<file path="src/rtl/instr_encoder_pkg.sv">
`default_nettype none
// ============================================================================
// Module      : instr_encoder_pkg
// Description : Shared opcode constants and 16-bit instruction field positions
//               used by both the instruction encoder and the CPU decoder.
// Revision    : 1.0 - initial release
// ============================================================================
package instr_encoder_pkg;

  // Opcodes that select a dedicated instruction format
  localparam logic [3:0] c_OP_WRITE = 4'h7;
  localparam logic [3:0] c_OP_LOAD  = 4'h8;
  localparam logic [3:0] c_OP_JMP   = 4'hC;

  // Field bit positions within the 16-bit instruction word
  localparam int c_OP_HI     = 15;
  localparam int c_OP_LO     = 12;
  localparam int c_RD_HI     = 11;  // rD, or imm[4:2] in WRITE format
  localparam int c_RD_LO     = 9;
  localparam int c_MODE_BIT  = 8;
  localparam int c_RA_HI     = 7;
  localparam int c_RA_LO     = 5;
  localparam int c_RB_HI     = 4;
  localparam int c_RB_LO     = 2;
  localparam int c_WIMM_HI   = 1;   // imm[1:0] in WRITE format
  localparam int c_WIMM_LO   = 0;
  localparam int c_IMM8_HI   = 7;   // LOAD/JMP 8-bit immediate
  localparam int c_IMM8_LO   = 0;
  localparam int c_IMM5_HI   = 4;   // generic-format 5-bit immediate
  localparam int c_IMM5_LO   = 0;

  typedef enum logic [1:0] {
    FMT_WRITE   = 2'd0,
    FMT_LONG    = 2'd1,
    FMT_GENERIC = 2'd2
  } instr_fmt_e;

  // Classify an opcode into the word layout it uses
  function automatic instr_fmt_e fmt_of(input logic [3:0] op);
    instr_fmt_e f;
    if (op == c_OP_WRITE)                         f = FMT_WRITE;
    else if ((op == c_OP_LOAD) || (op == c_OP_JMP)) f = FMT_LONG;
    else                                          f = FMT_GENERIC;
    return f;
  endfunction

endpackage
`default_nettype wire

</file>
<file path="src/rtl/instr_encoder_fifo.sv">
`default_nettype none
// ============================================================================
// Module      : instr_fifo
// Description : DEPTH x WIDTH circular-buffer FIFO with full/empty and a
//               registered head word that holds its value while empty.
// Revision    : 1.0 - initial release
// ============================================================================
module instr_fifo #(
  parameter int DEPTH = 4,
  parameter int WIDTH = 16
) (
  input  logic             I_clk,
  input  logic             I_reset,
  input  logic             I_push,
  input  logic [WIDTH-1:0] I_wdata,
  input  logic             I_pop,
  output logic [WIDTH-1:0] O_rdata,
  output logic             O_full,
  output logic             O_empty
);

  localparam int c_PTR_W = $clog2(DEPTH);
  localparam logic [c_PTR_W:0] c_FULL = DEPTH[c_PTR_W:0];
  localparam logic [c_PTR_W:0] c_ONE  = {{c_PTR_W{1'b0}}, 1'b1};

  logic [WIDTH-1:0]   r_mem [DEPTH];
  logic [c_PTR_W-1:0] r_wr_ptr;
  logic [c_PTR_W-1:0] r_rd_ptr;
  logic [c_PTR_W:0]   r_count;
  logic [WIDTH-1:0]   r_head;
  logic [c_PTR_W-1:0] w_rd_ptr_nxt;

  assign w_rd_ptr_nxt = r_rd_ptr + 1'b1;
  assign O_full       = (r_count == c_FULL);
  assign O_empty      = (r_count == '0);
  assign O_rdata      = r_head;

  // Storage array; written at the tail on every push
  always_ff @(posedge I_clk) begin
    if (I_push) r_mem[r_wr_ptr] <= I_wdata;
  end

  // Pointers, occupancy and the head register presented to the reader
  always_ff @(posedge I_clk or posedge I_reset) begin
    if (I_reset) begin
      r_wr_ptr <= '0;
      r_rd_ptr <= '0;
      r_count  <= '0;
      r_head   <= '0;
    end else begin
      if (I_push) r_wr_ptr <= r_wr_ptr + 1'b1;
      if (I_pop)  r_rd_ptr <= w_rd_ptr_nxt;
      if (I_push && !I_pop)      r_count <= r_count + 1'b1;
      else if (I_pop && !I_push) r_count <= r_count - 1'b1;
      // Head follows the oldest entry; a push is ordered behind the current head
      if (O_empty && I_push)
        r_head <= I_wdata;
      else if (I_pop && (r_count != c_ONE))
        r_head <= r_mem[w_rd_ptr_nxt];
      else if (I_pop && I_push)
        r_head <= I_wdata;
    end
  end

endmodule
`default_nettype wire

</file>
<file path="src/rtl/instr_encoder.sv">
`default_nettype none
// ============================================================================
// Module      : instr_encoder
// Description : Packs decoded instruction fields into 16-bit words, checks
//               immediate range, and streams words with sequential program
//               addresses through a small output FIFO.
// Revision    : 1.0 - initial release
// ============================================================================
module instr_encoder
  import instr_encoder_pkg::*;
#(
  parameter int DEPTH  = 4,
  parameter int ADDR_W = 16
) (
  input  logic              I_clk,
  input  logic              I_reset,
  input  logic              I_enable,
  input  logic              I_valid,
  output logic              O_ready,
  input  logic [3:0]        I_opcode,
  input  logic [2:0]        I_rD,
  input  logic [2:0]        I_rA,
  input  logic [2:0]        I_rB,
  input  logic              I_mode,
  input  logic [7:0]        I_immediate,
  input  logic              I_imm_form,
  input  logic              I_addr_load,
  input  logic [ADDR_W-1:0] I_addr_value,
  output logic [15:0]       O_word,
  output logic [ADDR_W-1:0] O_addr,
  output logic              O_valid,
  input  logic              I_ready,
  output logic              O_err,
  input  logic              I_err_clr,
  output logic [15:0]       O_count
);

  instr_fmt_e        w_fmt;
  logic [15:0]       w_word;
  logic              w_range_chk;
  logic              w_range_bad;
  logic              w_accept;
  logic              w_pop;
  logic              w_full;
  logic              w_empty;
  logic [ADDR_W-1:0] r_addr;
  logic [15:0]       r_count;
  logic              r_err;

  assign w_fmt    = fmt_of(I_opcode);
  assign O_ready  = I_enable && !w_full;
  assign O_valid  = !w_empty;
  assign w_accept = I_valid && O_ready;
  assign w_pop    = O_valid && I_ready;
  assign O_addr   = r_addr;
  assign O_count  = r_count;
  assign O_err    = r_err;

  // imm5 must be a sign-extension of bit 4 wherever a 5-bit immediate is packed
  assign w_range_chk = (w_fmt == FMT_WRITE) || ((w_fmt == FMT_GENERIC) && I_imm_form);
  assign w_range_bad = w_range_chk && (I_immediate[7:5] != {3{I_immediate[4]}});

  // Field packing; out-of-range immediates are simply truncated
  always_comb begin
    w_word = '0;
    w_word[c_OP_HI:c_OP_LO] = I_opcode;
    w_word[c_MODE_BIT]      = I_mode;
    case (w_fmt)
      FMT_WRITE: begin
        w_word[c_RD_HI:c_RD_LO]     = I_immediate[4:2];
        w_word[c_RA_HI:c_RA_LO]     = I_rA;
        w_word[c_RB_HI:c_RB_LO]     = I_rB;
        w_word[c_WIMM_HI:c_WIMM_LO] = I_immediate[1:0];
      end
      FMT_LONG: begin
        w_word[c_RD_HI:c_RD_LO]     = I_rD;
        w_word[c_IMM8_HI:c_IMM8_LO] = I_immediate;
      end
      default: begin
        w_word[c_RD_HI:c_RD_LO] = I_rD;
        w_word[c_RA_HI:c_RA_LO] = I_rA;
        if (I_imm_form) w_word[c_IMM5_HI:c_IMM5_LO] = I_immediate[4:0];
        else            w_word[c_IMM5_HI:c_IMM5_LO] = {I_rB, 2'b00};
      end
    endcase
  end

  instr_fifo #(
    .DEPTH (DEPTH),
    .WIDTH (16)
  ) u_fifo (
    .I_clk   (I_clk),
    .I_reset (I_reset),
    .I_push  (w_accept),
    .I_wdata (w_word),
    .I_pop   (w_pop),
    .O_rdata (O_word),
    .O_full  (w_full),
    .O_empty (w_empty)
  );

  // Program address, emitted-word counter and sticky range-error flag
  always_ff @(posedge I_clk or posedge I_reset) begin
    if (I_reset) begin
      r_addr  <= '0;
      r_count <= '0;
      r_err   <= 1'b0;
    end else begin
      if (w_pop)
        r_addr <= r_addr + 1'b1;
      else if (I_addr_load && w_empty && !w_accept)
        r_addr <= I_addr_value;
      if (w_pop) r_count <= r_count + 1'b1;
      if (w_accept && w_range_bad) r_err <= 1'b1;
      else if (I_err_clr)          r_err <= 1'b0;
    end
  end

endmodule
`default_nettype wire

</file>
<file path="config.mk">
export PLATFORM = sky130hd
export DESIGN_NAME = instr_encoder
export DESIGN_NICKNAME = d
export VERILOG_FILES = /design/src/rtl/instr_encoder_pkg.sv /design/src/rtl/instr_encoder_fifo.sv /design/src/rtl/instr_encoder.sv
export SDC_FILE = /design/constraint.sdc
export NUM_CORES = 1
export LEC_CHECK = 0
export CAP_MARGIN = 20
export CORE_MARGIN = 2
export CORE_UTILIZATION = 53
export DETAILED_ROUTE_END_ITERATION = 16
export PLACE_DENSITY = 0.92
export SYNTH_ARGS = -nofsm -noshare
export SYNTH_HDL_FRONTEND = slang
export SYNTH_SLANG_ARGS = --single-unit
export TNS_END_PERCENT = 50
</file>
<file path="constraint.sdc">
create_clock -name I_clk -period 4.13 [get_ports I_clk]
set_input_delay 0.826 -clock I_clk [delete_from_list [all_inputs] [get_ports I_clk]]
set_output_delay 0.826 -clock I_clk [all_outputs]
set_load 0.02 [all_outputs]
</file>
==> impl_metrics.yaml <==
route:
  drt_first_pass_iters: 5
  wl_per_cell_um: 19.95
  drtAntennaViolNets: 0
  first_iter_violations: 294
  drc: 0
  routed_wl_um: 13130
  num_vias: 3912
  via_per_inst: 5.945
global_routing:
  busiest_layer: "met2"
  use_met2: 0.4263
  grt_pass1_vias: 4083
  grt_pass1_wl_um: 20920
  grt_start_max_net_pins: 38
  gr-total-overflow: 0
  antenna_found_initial: 0
  grtUsageMet3: 0.06176
  met1_usage: 0.3171
  track_usage: 0.2492
floorplan:
  fp-row-count: 36
  start_util: 0.5489
  die_w_um: 104.8
  coreArea_mm2: 0.009819
  die-area_mm2: 0.01099
  io_pins: 97
  die_h_um: 104.8
logic_synthesis:
  synth.area.top_cells: "edfxtp_1 36%, dfrtp_1 26%, mux4_2 6.7%"
  avgSynthCellArea_um2: 13.15
  synth_largest_area_cell: "edfxtp_1"
  synth_top_area_share: 0.3565
  yosysSeqAreaShare: 0.6165
  async_flop_share: 0.4667
  synth_commonest_cells: "64 x edfxtp_1, 56 x dfrtp_1, 33 x nand2_1, 32 x nor2_1, 16 x mux4_2"
  synth_edf_count: 64
  ys.warnings.count: 0
  ys_seq_elements: 120
  syn_inst: 410
  synth_area_mm2: 0.005390
  ys.flop_type: "edfxtp_1"
  synth.most_common_cell: "edfxtp_1"
  yosysUniqueCellTypes: 47
  syn_nets: 468
layout:
  fin_nets: 570
  antennaDiodeCount: 0
  final_cells: 658
  syn2layout_area_growth_pct: 31.89
  multi_input_area_mm2: 0.001927
  regArea_mm2: 0.003323
  nFillCells: 688
  drive_above_1_share: 0.1352
clocking:
  cts_tree: "done"
  clock-sinks: 120
  clk_latency_ns: 0.52
  clk_pin_slew_ns: 0.06
  post_cts_buffers: 0
  clk_path_buf_depth: 2
  cts_root_buf: "clkbuf_8"
  cts_buffers: 17
  h-tree-depth: 4
  cts_resized: 0
  hold_buffers: 0
critical_path:
  critPathSlowestCell: "clkdlybuf4s50_1"
  critPathRequiredTime_ns: 3.30
  crit_family: "buffers and inverters"
  critPathArrivalTime_ns: 2.42
  path_class: "reg2out"
  path_max_fanout: 8
  endpoint_kind: "primary output"
  cp_slowest_stage_delay_ns: 0.58
  worst-path-buf-inv: 3
  worstSetupStartpointType: "flip-flop"
  path_cells: "inv_1, ha_1, nor2b_1, inv_2, clkdlybuf4s50_1"
placement:
  place_ws_ns: 0.7648
  hpwlAfterDp_um: 8757
  io_buffers: 96
  gp_congestion: 0.8720
  dp_cells: 625
sta:
  max_freq_ghz: 0.3077
  fin_skew_ns: 0.007571
  setup_tns_ns: 0
  period_minus_slack_ns: 3.250
  slew_headroom: 0.4087
  final-hold-violation-count: 0
  worst_pin_slew_ns: 0.8869
  postLayoutSetupSlackWorst_ns: 0.8801
  period_share: 0.7869
  rsz0062_at_grt: "false"
  whs_ns: 0.4757
  maxSlewViolCount: 0
  setup_viol: 0
run:
  max-cap-violations: 0
power_and_ir_drop:
  power_w: 0.005097
  power_density_mw_per_mm2: 717.0
  ir_worst_vdd_mv: 0.3479
  cellLeakagePower_nw: 2.678
min_path:
  hold_class: "reg2reg"
run_status:
  status: "finished, final reports clean"
final timing paths:
check | startpoint | endpoint | slack, ns | cells after the start
max | u_fifo.r_count[1] | O_valid | 0.88 | 5
min | O_count[15] | O_count[15] | 0.48 | 1
max reg2reg | u_fifo.r_count[1] | u_fifo.r_count[2] | 1.40 | 10
min reg2reg | O_count[15] | O_count[15] | 0.48 | 1
max in group asynchronous | I_reset | O_addr[15] | 2.56 | 3
min in group asynchronous | I_reset | u_fifo.O_rdata[7] | 0.79 | 2
cell type report:
| type | instances | share of cell area |
|---|---|---|
| clock buffers | 20 | 0.06125 |
| clock inverters | 12 | 0.02464 |
| inverters | 17 | 0.008976 |
| multi-input cells | 255 | 0.2710 |
| flip-flops and latches | 120 | 0.4674 |
| well taps | 133 | 0.02341 |
| repair buffers | 101 | 0.1433 |
worst reg2reg max path: stages (launching register included):
cell and delay, ns:
dfrtp_1 0.38, inv_1 0.12, ha_1 0.22, nor2b_1 0.45
nor2_1 0.13, buf_4 0.21, inv_2 0.29, ha_1 0.29
mux2_2 0.35, nand2_1 0.08, xnor2_1 0.12
metal layers:
| layer | up-vias | wire (um) |
|---|---|---|
| met4 | 0 | 121 |
| met3 | 16 | 1169 |
| met1 | 1961 | 5092 |
| li1 | 1728 | - |
| met5 | - | 0 |
| met2 | 207 | 6742 |
logic make-up (layout without fill, tap and decap cells):
group,count (synthesis),after routing,synth area share
xor+xnor,22,22,0.03575
flops,120,120,0.6165
mux,30,30,0.09541
compound gates,58,58,0.07730
fa+ha+maj,12,12,0.02785
buf+inv,35,150,0.02600
simple gates,133,133,0.1212
power breakdown:
part           internal (W)  leakage [nW]  switching (W)
sequential          0.00156          1.24       0.000306
clock              0.000995         0.293       0.000534
combinational      0.000834          1.14       0.000867
sequential cells by signal, indices dropped and copies added (netlist names):
name,flops
u_fifo.r_count,3
u_fifo.r_wr_ptr,2
u_fifo.r_rd_ptr,2
O_count,16
O_addr,16
u_fifo.r_mem,64
O_err,1
u_fifo.O_rdata,16
cells in the final DEF (no fill, tap or decap), types with 3 or more instances in the layout:
cell	instances
nor2b_1	3
bufinv_16	4
a31oi_1	7
a311oi_1	3
a221o_1	7
dfrtp_1	56
mux4_2	16
clkbuf_16	16
nand3_1	12
nor3_1	15
nand4_1	9
mux2_2	11
clkdlybuf4s50_1	96
inv_2	3
and2_1	8
nor2_1	32
o21ai_0	12
a21oi_1	9
buf_4	4
and3_1	3
xor2_1	8
xnor2_1	14
mux2i_1	3
ha_1	12
inv_1	14
edfxtp_1	64
nand2_1	33
nor4_1	7
metrics by stage:
| stage | utilization | area, um^2 |
|---|---|---|
| 2_1_floorplan | - | 5390 |
| 3_3_place_gp | 0.6590 | 6471 |
| 3_5_place_dp | 0.6590 | 6471 |
| 4_1_cts | 0.7212 | 7082 |
| 5_1_grt | 0.7240 | 7109 |
| 6_report | 0.7240 | 7109 |
No activity file was read; power rests on OpenSTA's default activity.
